--- config.mk ---
export PLATFORM = sky130hd
export DESIGN_NAME = comparator_sweep_driver
export DESIGN_NICKNAME = d
export VERILOG_FILES = /design/src/rtl/comparator_sweep_driver.sv
export SDC_FILE = /design/constraint.sdc
export NUM_CORES = 1
export LEC_CHECK = 0
export BUFFER_PORTS_ARGS = -buffer_cell sky130_fd_sc_hd__buf_2
export CAP_MARGIN = 20
export CELL_PAD_IN_SITES_DETAIL_PLACEMENT = 2
export CELL_PAD_IN_SITES_GLOBAL_PLACEMENT = 2
export CORE_MARGIN = 5
export CORE_UTILIZATION = 36
export CTS_CLUSTER_DIAMETER = 200
export DETAILED_ROUTE_END_ITERATION = 10
export GPL_TIMING_DRIVEN = 0
export PLACE_DENSITY_LB_ADDON = 0.1
export SLEW_MARGIN = 20
export SYNTH_ARGS = -nofsm -noshare
export SYNTH_HDL_FRONTEND = slang
export SYNTH_SLANG_ARGS = --single-unit
export TNS_END_PERCENT = 30
--- constraint.sdc ---
create_clock -name clk -period 4.87 [get_ports clk]
set_clock_uncertainty 0.1 [all_clocks]
set_input_delay 0 -clock clk [delete_from_list [all_inputs] [get_ports clk]]
set_output_delay 0 -clock clk [all_outputs]
set_load 0.02 [all_outputs]
--- src/rtl/comparator_sweep_driver.sv ---
// Self-test initiator for a 3-bit comparator: sweeps all 64 operand pairs,
// samples G/E/L after a settle interval and tallies correct and wrong results.
module comparator_sweep_driver #(
    parameter int SETTLE_CYCLES = 1,  // legal range 1..15
    parameter int CNT_W         = 7   // must hold the value 64
) (
    input  logic             clk,
    input  logic             rst,
    input  logic             start,
    input  logic             mode,
    output logic             a0,
    output logic             a1,
    output logic             a2,
    output logic             b0,
    output logic             b1,
    output logic             b2,
    output logic             S,
    input  logic             G,
    input  logic             E,
    input  logic             L,
    output logic             busy,
    output logic             done,
    output logic [CNT_W-1:0] gt_cnt,
    output logic [CNT_W-1:0] eq_cnt,
    output logic [CNT_W-1:0] lt_cnt,
    output logic [CNT_W-1:0] err_cnt,
    output logic             err_flag,
    output logic [5:0]       first_err_idx
);

    typedef enum logic [1:0] {
        ST_IDLE,
        ST_DRIVE,
        ST_SAMPLE,
        ST_DONE
    } state_t;

    localparam logic [3:0]       SETTLE_LAST = 4'(SETTLE_CYCLES - 1);
    localparam logic [CNT_W-1:0] CNT_ONE     = CNT_W'(1);
    localparam logic [5:0]       IDX_LAST    = 6'd63;

    state_t           r_state;
    logic [5:0]       r_idx;
    logic [3:0]       r_settle;
    logic [2:0]       r_a;
    logic [2:0]       r_b;
    logic             r_s;
    logic             r_busy;
    logic             r_done;
    logic [CNT_W-1:0] r_gt_cnt;
    logic [CNT_W-1:0] r_eq_cnt;
    logic [CNT_W-1:0] r_lt_cnt;
    logic [CNT_W-1:0] r_err_cnt;
    logic             r_err_flag;
    logic [5:0]       r_first_err_idx;

    logic       w_exp_gt;
    logic       w_exp_eq;
    logic       w_exp_lt;
    logic [2:0] w_exp;
    logic [2:0] w_obs;
    logic       w_ok;
    logic [5:0] w_idx_next;

    // Reference result for the pair currently on the operand lines.
    always_comb begin
        w_exp_eq = (r_a == r_b);
        if (r_s) begin
            w_exp_gt = ($signed(r_a) > $signed(r_b));
        end else begin
            w_exp_gt = (r_a > r_b);
        end
        w_exp_lt = !w_exp_gt && !w_exp_eq;
        w_exp    = {w_exp_gt, w_exp_eq, w_exp_lt};
        w_obs    = {G, E, L};
        // w_exp is always one-hot, so equality also rules out non-one-hot results.
        w_ok       = (w_obs == w_exp);
        w_idx_next = r_idx + 6'd1;
    end

    // NOTE: every register here is assigned with <= so all state advances together at the edge.
    always_ff @(posedge clk or posedge rst) begin
        if (rst) begin
            r_state         <= ST_IDLE;
            r_idx           <= '0;
            r_settle        <= '0;
            r_a             <= '0;
            r_b             <= '0;
            r_s             <= 1'b0;
            r_busy          <= 1'b0;
            r_done          <= 1'b0;
            r_gt_cnt        <= '0;
            r_eq_cnt        <= '0;
            r_lt_cnt        <= '0;
            r_err_cnt       <= '0;
            r_err_flag      <= 1'b0;
            r_first_err_idx <= '0;
        end else begin
            case (r_state)
                ST_IDLE, ST_DONE: begin
                    if (start) begin
                        r_state         <= ST_DRIVE;
                        r_s             <= mode;
                        r_idx           <= '0;
                        r_settle        <= '0;
                        r_a             <= '0;
                        r_b             <= '0;
                        r_busy          <= 1'b1;
                        r_done          <= 1'b0;
                        r_gt_cnt        <= '0;
                        r_eq_cnt        <= '0;
                        r_lt_cnt        <= '0;
                        r_err_cnt       <= '0;
                        r_err_flag      <= 1'b0;
                        r_first_err_idx <= '0;
                    end
                end

                ST_DRIVE: begin
                    if (r_settle == SETTLE_LAST) begin
                        r_settle <= '0;
                        r_state  <= ST_SAMPLE;
                    end else begin
                        r_settle <= r_settle + 4'd1;
                    end
                end

                ST_SAMPLE: begin
                    if (w_ok) begin
                        if (w_exp_gt) begin
                            r_gt_cnt <= r_gt_cnt + CNT_ONE;
                        end else if (w_exp_eq) begin
                            r_eq_cnt <= r_eq_cnt + CNT_ONE;
                        end else begin
                            r_lt_cnt <= r_lt_cnt + CNT_ONE;
                        end
                    end else begin
                        r_err_cnt <= r_err_cnt + CNT_ONE;
                        if (!r_err_flag) begin
                            r_err_flag      <= 1'b1;
                            r_first_err_idx <= r_idx;
                        end
                    end

                    // Operands for the next pair are loaded with the index so they are valid throughout DRIVE.
                    if (r_idx == IDX_LAST) begin
                        r_state <= ST_DONE;
                        r_busy  <= 1'b0;
                        r_done  <= 1'b1;
                    end else begin
                        r_idx   <= w_idx_next;
                        r_a     <= w_idx_next[5:3];
                        r_b     <= w_idx_next[2:0];
                        r_state <= ST_DRIVE;
                    end
                end

                default: r_state <= ST_IDLE;
            endcase
        end
    end

    assign {a2, a1, a0}  = r_a;
    assign {b2, b1, b0}  = r_b;
    assign S             = r_s;
    assign busy          = r_busy;
    assign done          = r_done;
    assign gt_cnt        = r_gt_cnt;
    assign eq_cnt        = r_eq_cnt;
    assign lt_cnt        = r_lt_cnt;
    assign err_cnt       = r_err_cnt;
    assign err_flag      = r_err_flag;
    assign first_err_idx = r_first_err_idx;

endmodule

==> metrics.log, run 1 <==
INFO  metric run_status = finished, final reports clean
INFO  metric top_area_cell_type_share_of_the_netlist_area = 43.25%
INFO  metric synth-seq-area-share = 43.25%
INFO  metric yosysTopAreaCell = dfrtp_1
INFO  metric place_congestion = 0.7613
INFO  metric worst_setup_path_start_kind = flop
INFO  metric postSynthAreaPerCell = 8.901 sq um
INFO  metric number_of_fill_cells = 917
INFO  metric final_hold_viol_count = 0
INFO  metric n_antenna_cell = 0
INFO  metric max-slew-margin-rel = 36.17%
INFO  metric final.hold.worst_slack = 0.1926 ns
INFO  metric numCtsBuffers = 5
INFO  metric core_area = 0.007767 sq mm
INFO  metric route.vias.total = 2,797
INFO  metric postPlaceCellArea = 0.003273 sq mm
INFO  metric grt_first_pass_wirelength = 15,720 microns
INFO  metric drv_cap = 0
INFO  metric totalWireLength = 9158 microns
INFO  metric ctsLongestPathBuffers = 2
INFO  metric initial_utilization = 37.24%
INFO  metric cpMaxStageDelayCell = nor3_1
INFO  metric max_slew.worst_pin.slew = 0.9502 ns
INFO  metric final_antenna_net_count = 0
INFO  metric power_density = 300.2 mW/mm^2
INFO  metric top_area_cells_in_the_synthesized_netlist = dfrtp_1 43%, nand2_1 6.4%, ha_1 5.6%, o21ai_0 3.5%, o211ai_1 3.4%
INFO  metric yosysWarningCount = 0
INFO  metric cts.repair_timing.setup_buffer_count = 0
INFO  metric path_class = reg2reg
INFO  metric routedWlPerCell = 18.77 microns
INFO  metric totalNegativeSetupSlack = 0 ns
INFO  metric placementRows = 32
INFO  metric async_flop_share = 100.0%
INFO  metric critical_path.top_delay_family = simple AND/OR/NAND/NOR gates
INFO  metric cts_root_buf = clkbuf_8
INFO  metric worst_ir_drop_vdd = 200.1 uV
INFO  metric post-route-period-util = 64.57%
INFO  metric fp.dieArea = 0.009928 sq mm
INFO  metric area_of_all_placed_cells_without_fillers = 0.003413 sq mm
INFO  metric finalSetupViolations = 0
INFO  metric multi_input_combinational_cell_area = 0.001528 sq mm
INFO  metric type_of_destination_of_the_critical_path = flop
INFO  metric critical_path.cell_chain = inv_1 > ha_1 > nor2_1 > a311o_1 > and3_1 > nor3_1 > o21ai_0 > a31o_2
INFO  metric vias_per_cell = 5.732
INFO  metric slowest_cell_delay_on_critical_path = 0.77 ns
INFO  metric required_time_worst_endpoint = 4.98 ns
INFO  metric ios = 51
INFO  metric worst_ep_arrival_time = 3.25 ns
INFO  metric syn-cell-area = 0.002893 sq mm
INFO  metric drive_above_1_share = 18.39%
INFO  metric yosys_most_used_dff = dfrtp_1
INFO  metric drt-pass1-iter-count = 4
INFO  metric rsz0062_at_grt = false
INFO  metric cts-resized-gates = 0
INFO  metric gr-usage-all-layers = 19.46%
INFO  metric chipWidth = 99.64 microns
INFO  metric synth_edf_count = 0
INFO  metric cts.htree.levels = 2
INFO  metric syn_inst = 325
INFO  metric cp_max_fo = 8
INFO  metric min-delay-path-class = in2reg
INFO  metric grt_overflow_total = 0
INFO  metric initial_antenna_violation_count = 0
INFO  metric dp_hpwl = 6733 microns
INFO  metric clock_latency = 0.31 ns
INFO  metric cell_with_the_most_instances_after_synthesis = dfrtp_1
INFO  metric pin_count_of_the_biggest_net_entering_global_routing = 51
INFO  metric die_height = 99.64 microns
INFO  metric synthesis.nets = 345
INFO  metric worstPathBufferInverterCount = 1
INFO  metric min_period = 3.145 ns
INFO  metric number_of_global_route_vias_before_repair = 3,035
INFO  metric synth.cells.most_frequent = 50 x dfrtp_1, 49 x nand2_1, 20 x o21ai_0
INFO  metric max_freq = 0.3180 GHz
INFO  metric layout.area.seq = 0.001251 sq mm
INFO  metric post_synth_cell_types = 49
INFO  metric tritoncts_clock_tree = yes
INFO  metric placement.io_buffers = 50
INFO  metric drt_iter0_markers = 66
INFO  metric tritoncts_num_sinks = 50
INFO  metric clk_pin_slew_worst_paths = 0.10 ns
INFO  metric yosys_register_bits = 50
INFO  metric power.leakage = 0.001629 uW
INFO  metric number_of_drc_violations_after_detailed_routing = 0
INFO  metric slew_viol_final = 0
INFO  metric flow.area_growth_from_synthesis = 17.99%
INFO  metric final_nets = 405
-- what timing repair did --
| item | 4_1_cts | 5_1_grt |
|---|---|---|
| hold buffers | 3 | 0 |
| endpoints found under the setup margin | 0 | 0 |
| endpoints found under the hold margin | 52 | 0 |
-- area by class of cell --
class	instances	area share [%]
tap	102	3.739
multi-input combinational	247	44.76
buffer	15	1.906
timing repair buffer	53	8.211
inverter	13	1.503
clock buffer	8	3.226
sequential	50	36.66
-- metal layers --
layer	global-route usage [%]	routed length (microns)
met3	2.665	230
met5	0	0
met1	26.55	4332
met2	32.75	4474
met4	4.517	120
-- stage by stage --
step                setup slack (ns)  total power, uW  util, %  cells
floorplan                      2.222            652.4        -    325
global placement               1.841            727.6    42.11    477
detailed placement             1.733            741.1    42.14    477
CTS                            1.723             1037    43.94    488
global route                   1.490             1083    43.94    488
finish                         1.725             1025    43.94    488
-- registers in the layout, summed over array words and instances (netlist names) --
| register | count |
|---|---|
| eq_cnt | 7 |
| err_cnt | 7 |
| gt_cnt | 7 |
| lt_cnt | 7 |
| first_err_idx | 6 |
| r_idx | 6 |
| r_settle | 4 |
| r_state | 2 |
| S | 1 |
| busy | 1 |
| done | 1 |
| err_flag | 1 |
-- cell families after synthesis --
logic type,after synthesis,share of synthesized area [%]
AND/OR/NAND/NOR,146,26.13
AO/OA/AOI/OAI,81,18.77
flip-flops,50,43.25
buffers and inverters,28,3.936
adder cells (fa/ha/maj),13,5.623
XOR/XNOR,4,1.211
multiplexers,3,1.081
-- final timing paths --
path	start	endpoint	slack, ns	cells after the start
setup / recovery	r_idx[2]	err_cnt[1]	1.73	8
setup reg to reg	r_idx[2]	err_cnt[1]	1.73	8
hold / removal	G	eq_cnt[2]	0.19	5
max in group asynchronous	rst	err_cnt[4]	3.98	3
min in group asynchronous	rst	r_state[0]	0.26	3
hold reg to reg	r_state[1]	r_state[1]	0.42	2
-- power by group --
| group | internal (uW) | total, uW | switching (uW) |
|---|---|---|---|
| combinational | 88.5 | 219 | 130 |
| clock | 144 | 291 | 147 |
| sequential | 455 | 515 | 59.5 |
| total | 688 | 1020 | 337 |
-- placed cells by master (no fill, tap or decap), types with 5 or more instances in the layout --
master    instances
nand2_1          49
a21oi_1          17
dfrtp_1          50
nand4_1          13
nor2_1           13
and3_1            8
inv_1            12
or4_1            10
nand3_1          19
nand2b_1          8
o21ai_0          20
clkbuf_1         10
buf_2            53
nor3_1            6
or3_1             5
ha_1             13
o211ai_1         13
clkbuf_8          8
o31ai_1           6
-- worst register-to-register path: stages (launching register included) --
cell and delay (ns):
dfrtp_1 0.45, inv_1 0.10, ha_1 0.40, nor2_1 0.07, a311o_1 0.42, and3_1 0.24, nor3_1 0.77, o21ai_0 0.24
a31o_2 0.26
No activity file was read; power rests on OpenSTA's default activity.
==> run 2: changes to the inputs <==
CORE_UTILIZATION = 30   (was 36)
clock period = 2.6 ns   (was 4.87 ns; I/O delays follow)
==> metrics.log, run 2 (synthesis results as in run 1) <==
INFO  metric run_status = finished, final reports clean (unchanged)
INFO  metric final_hold_viol_count = 0 (unchanged)
INFO  metric detailroute.wirelength.met3 = 255 microns (was 230 microns)
INFO  metric critical_path.top_delay_family = simple AND/OR/NAND/NOR gates (unchanged)
INFO  metric cts.htree.levels = 2 (unchanged)
INFO  metric min_period = 2.580 ns (was 3.145 ns)
INFO  metric core_area = 0.009328 sq mm (was 0.007767 sq mm)
INFO  metric n_antenna_cell = 0 (unchanged)
INFO  metric cts_root_buf = clkbuf_8 (unchanged)
INFO  metric max_freq = 0.3876 GHz (was 0.3180 GHz)
INFO  metric clock_latency = 0.30 ns (was 0.31 ns)
INFO  metric power_density = 524.4 mW/mm^2 (was 300.2 mW/mm^2)
INFO  metric clk_pin_slew_worst_paths = 0.10 ns (about the same)
INFO  metric dp_hpwl = 6824 microns (was 6733 microns)
INFO  metric initial_utilization = 31.01% (was 37.24%)
INFO  metric number_of_global_route_vias_before_repair = 3,100 (was 3,035)
INFO  metric fp.dieArea = 0.01171 sq mm (was 0.009928 sq mm)
INFO  metric pin_count_of_the_biggest_net_entering_global_routing = 51 (unchanged)
INFO  metric multi_input_combinational_cell_area = 0.001690 sq mm (was 0.001528 sq mm)
INFO  metric hp-start = start (was G)
INFO  metric holdPathStages = 3 (was 5)
INFO  metric drt_iter0_markers = 80 (was 66)
INFO  metric required_time_worst_endpoint = 2.74 ns (was 4.98 ns)
INFO  metric r2r_start = r_idx[0] (was r_idx[2])
INFO  metric worstHoldEndpoint = busy (was eq_cnt[2])
INFO  metric drt-pass1-iter-count = 4 (unchanged)
INFO  metric totalWireLength = 10,010 microns (was 9158 microns)
INFO  metric detailed_route_wire_length_on_metal_1 = 4785 microns (was 4332 microns)
INFO  metric flow.area_growth_from_synthesis = 28.29% (was 17.99%)
INFO  metric min-delay-path-class = in2reg (unchanged)
INFO  metric worstPathBufferInverterCount = 1 (unchanged)
INFO  metric rsz0062_at_grt = true (was false)
INFO  metric dp_cells = 504 (was 477)
INFO  metric capture_point_of_the_worst_reg_to_reg_path = lt_cnt[5] (was err_cnt[1])
INFO  metric layout_common_cells = 50 x buf_2, 49 x nand2_1, 44 x dfrtp_1, 20 x o21ai_0, 19 x nand3_1 (was 53 x buf_2, 50 x dfrtp_1, 49 x nand2_1, 20 x o21ai_0, 19 x nand3_1)
INFO  metric cp_max_fo = 7 (was 8)
INFO  metric reg2reg_depth = 8 (unchanged)
INFO  metric critical_path.cell_chain = ha_1 > a31oi_1 > and3b_1 > and3_4 > nor4_4 > buf_4 > or4_1 > a21oi_2 (was inv_1 > ha_1 > nor2_1 > a311o_1 > and3_1 > nor3_1 > o21ai_0 > a31o_2)
INFO  metric ctsLongestPathBuffers = 2 (unchanged)
INFO  metric layout.cells.most_common = buf_2 (unchanged)
INFO  metric drive_above_1_share = 27.20% (was 18.39%)
INFO  metric timing.final.ws_setup = 0.01986 ns (was 1.725 ns)
INFO  metric post_layout_nonfiller_instances = 526 (was 488)
INFO  metric cpMaxStageDelayCell = or4_1 (was nor3_1)
INFO  metric regToRegSetupSlack = 0.02 ns (was 1.73 ns)
INFO  metric placement.io_buffers = 50 (unchanged)
INFO  metric tritoncts_clock_tree = yes (unchanged)
INFO  metric gr-usage-all-layers = 17.53% (was 19.46%)
INFO  metric cp_num_cells = 8 (unchanged)
INFO  metric number_of_fill_cells = 1,062 (was 917)
INFO  metric chipWidth = 108.2 microns (was 99.64 microns)
INFO  metric final_nets = 416 (was 405)
INFO  metric ios = 51 (unchanged)
INFO  metric dr_wl_met2 = 4885 microns (was 4474 microns)
INFO  metric initial_antenna_violation_count = 0 (unchanged)
INFO  metric slew_viol_final = 0 (unchanged)
INFO  metric worst_setup_path_start_kind = flop (unchanged)
INFO  metric tritoncts_num_sinks = 50 (unchanged)
INFO  metric number_of_drc_violations_after_detailed_routing = 0 (unchanged)
INFO  metric post-route-period-util = 99.24% (was 64.57%)
INFO  metric route.top_layer_used = met4 (unchanged)
INFO  metric placementRows = 35 (was 32)
INFO  metric vias_per_cell = 5.498 (was 5.732)
INFO  metric max-slew-margin-rel = 45.86% (was 36.17%)
INFO  metric grt_overflow_total = 0 (unchanged)
INFO  metric worst_ir_drop_vdd = 212.8 uV (was 200.1 uV)
INFO  metric route.vias.total = 2,892 (was 2,797)
INFO  metric routedWlPerCell = 19.02 microns (was 18.77 microns)
INFO  metric final_antenna_net_count = 0 (unchanged)
INFO  metric place_congestion = 0.7454 (was 0.7613)
INFO  metric power.leakage = 0.001719 uW (was 0.001629 uW)
INFO  metric die_height = 108.2 microns (was 99.64 microns)
INFO  metric layout.area.seq = 0.001259 sq mm (was 0.001251 sq mm)
INFO  metric max_slew.worst_pin.slew = 0.8037 ns (was 0.9502 ns)
INFO  metric slowest_cell_delay_on_critical_path = 0.53 ns (was 0.77 ns)
INFO  metric worst_ep_arrival_time = 2.72 ns (was 3.25 ns)
INFO  metric path_class = reg2reg (unchanged)
INFO  metric finalSetupViolations = 0 (unchanged)
INFO  metric grt_first_pass_wirelength = 16,300 microns (was 15,720 microns)
INFO  metric dp_worst_setup_slack = -0.5009 ns (was 1.733 ns)
INFO  metric numCtsBuffers = 5 (unchanged)
INFO  metric drv_cap = 0 (unchanged)
INFO  metric type_of_destination_of_the_critical_path = flop (unchanged)
==> run 2: changes by cell type in the layout (fill, tap and decap cells not counted), moves of 3 or more <==
cell	before	now
buf_4	1	17
dfrtp_1	50	44
dfrtp_2	0	6
a21oi_1	17	14
a21oi_2	0	3
buf_2	53	50
clkbuf_8	8	5
ha_1	13	10
==> run 2: timing repair <==
action / 4_1_cts / 5_1_grt
resized for setup: 24 / 15
pin swaps: 4 / 6
buffers inserted: 10 / 4
endpoints found under the setup margin: 30 / 25
endpoints found under the hold margin: 51 / 0
gates cloned: 0 / 0
hold buffers: 2 / 0
==> run 2: cell type report <==
| cell class | instances | share of cell area, % |
|---|---|---|
| Clock buffer | 7 | 2.057 |
| Tap cell | 129 | 4.349 |
| Clock inverter | 1 | 0.8092 |
| Sequential cell | 50 | 33.92 |
| Multi-Input combinational cell | 247 | 45.55 |
| Inverter | 13 | 1.382 |
| Timing Repair Buffer | 66 | 10.11 |
| Buffer | 13 | 1.821 |
==> run 2: worst min-delay path, stage by stage <==
cell,delay [ns]
buf_2,0.15
a21oi_1,0.15
o21ai_0,0.08
==> run 2: worst max-delay path by stage <==
stage                        start    endpoint
after CTS                 r_idx[5]  err_cnt[6]
after global placement    r_idx[4]  err_cnt[1]
after global routing      r_idx[0]   gt_cnt[3]
after floorplan           r_idx[3]   lt_cnt[3]
after detailed placement  r_idx[3]  err_cnt[1]
final                     r_idx[0]   lt_cnt[5]
==> run 2: per-stage QoR <==
stage          power [uW]  TNS, ns  utilization [%]  area [sq um]  hold slack, ns
3_5_place_dp         1389   -7.928            35.48          3309         0.06283
6_report             1946        0            39.79          3711         0.02011
3_3_place_gp         1372   -6.573            35.45          3307          0.1317
5_1_grt              2056  -0.3451            39.79          3711         0.06130
4_1_cts              1968        0            38.73          3612         0.01965
2_1_floorplan        1222        0                -          2895         0.05045
==> run 2: metal layers <==
metal	vias up	track usage, %
met5	-	0
li1	1349	-
met4	0	3.246
met3	7	2.627
met1	1493	22.68
met2	43	31.22
==> run 2: power breakdown <==
part	internal (uW)	leakage, uW	switching (uW)
logic	172	0.00102	243
clock network	289	0.0000524	278
registers	853	0.000643	112
total	1310	0.00172	633
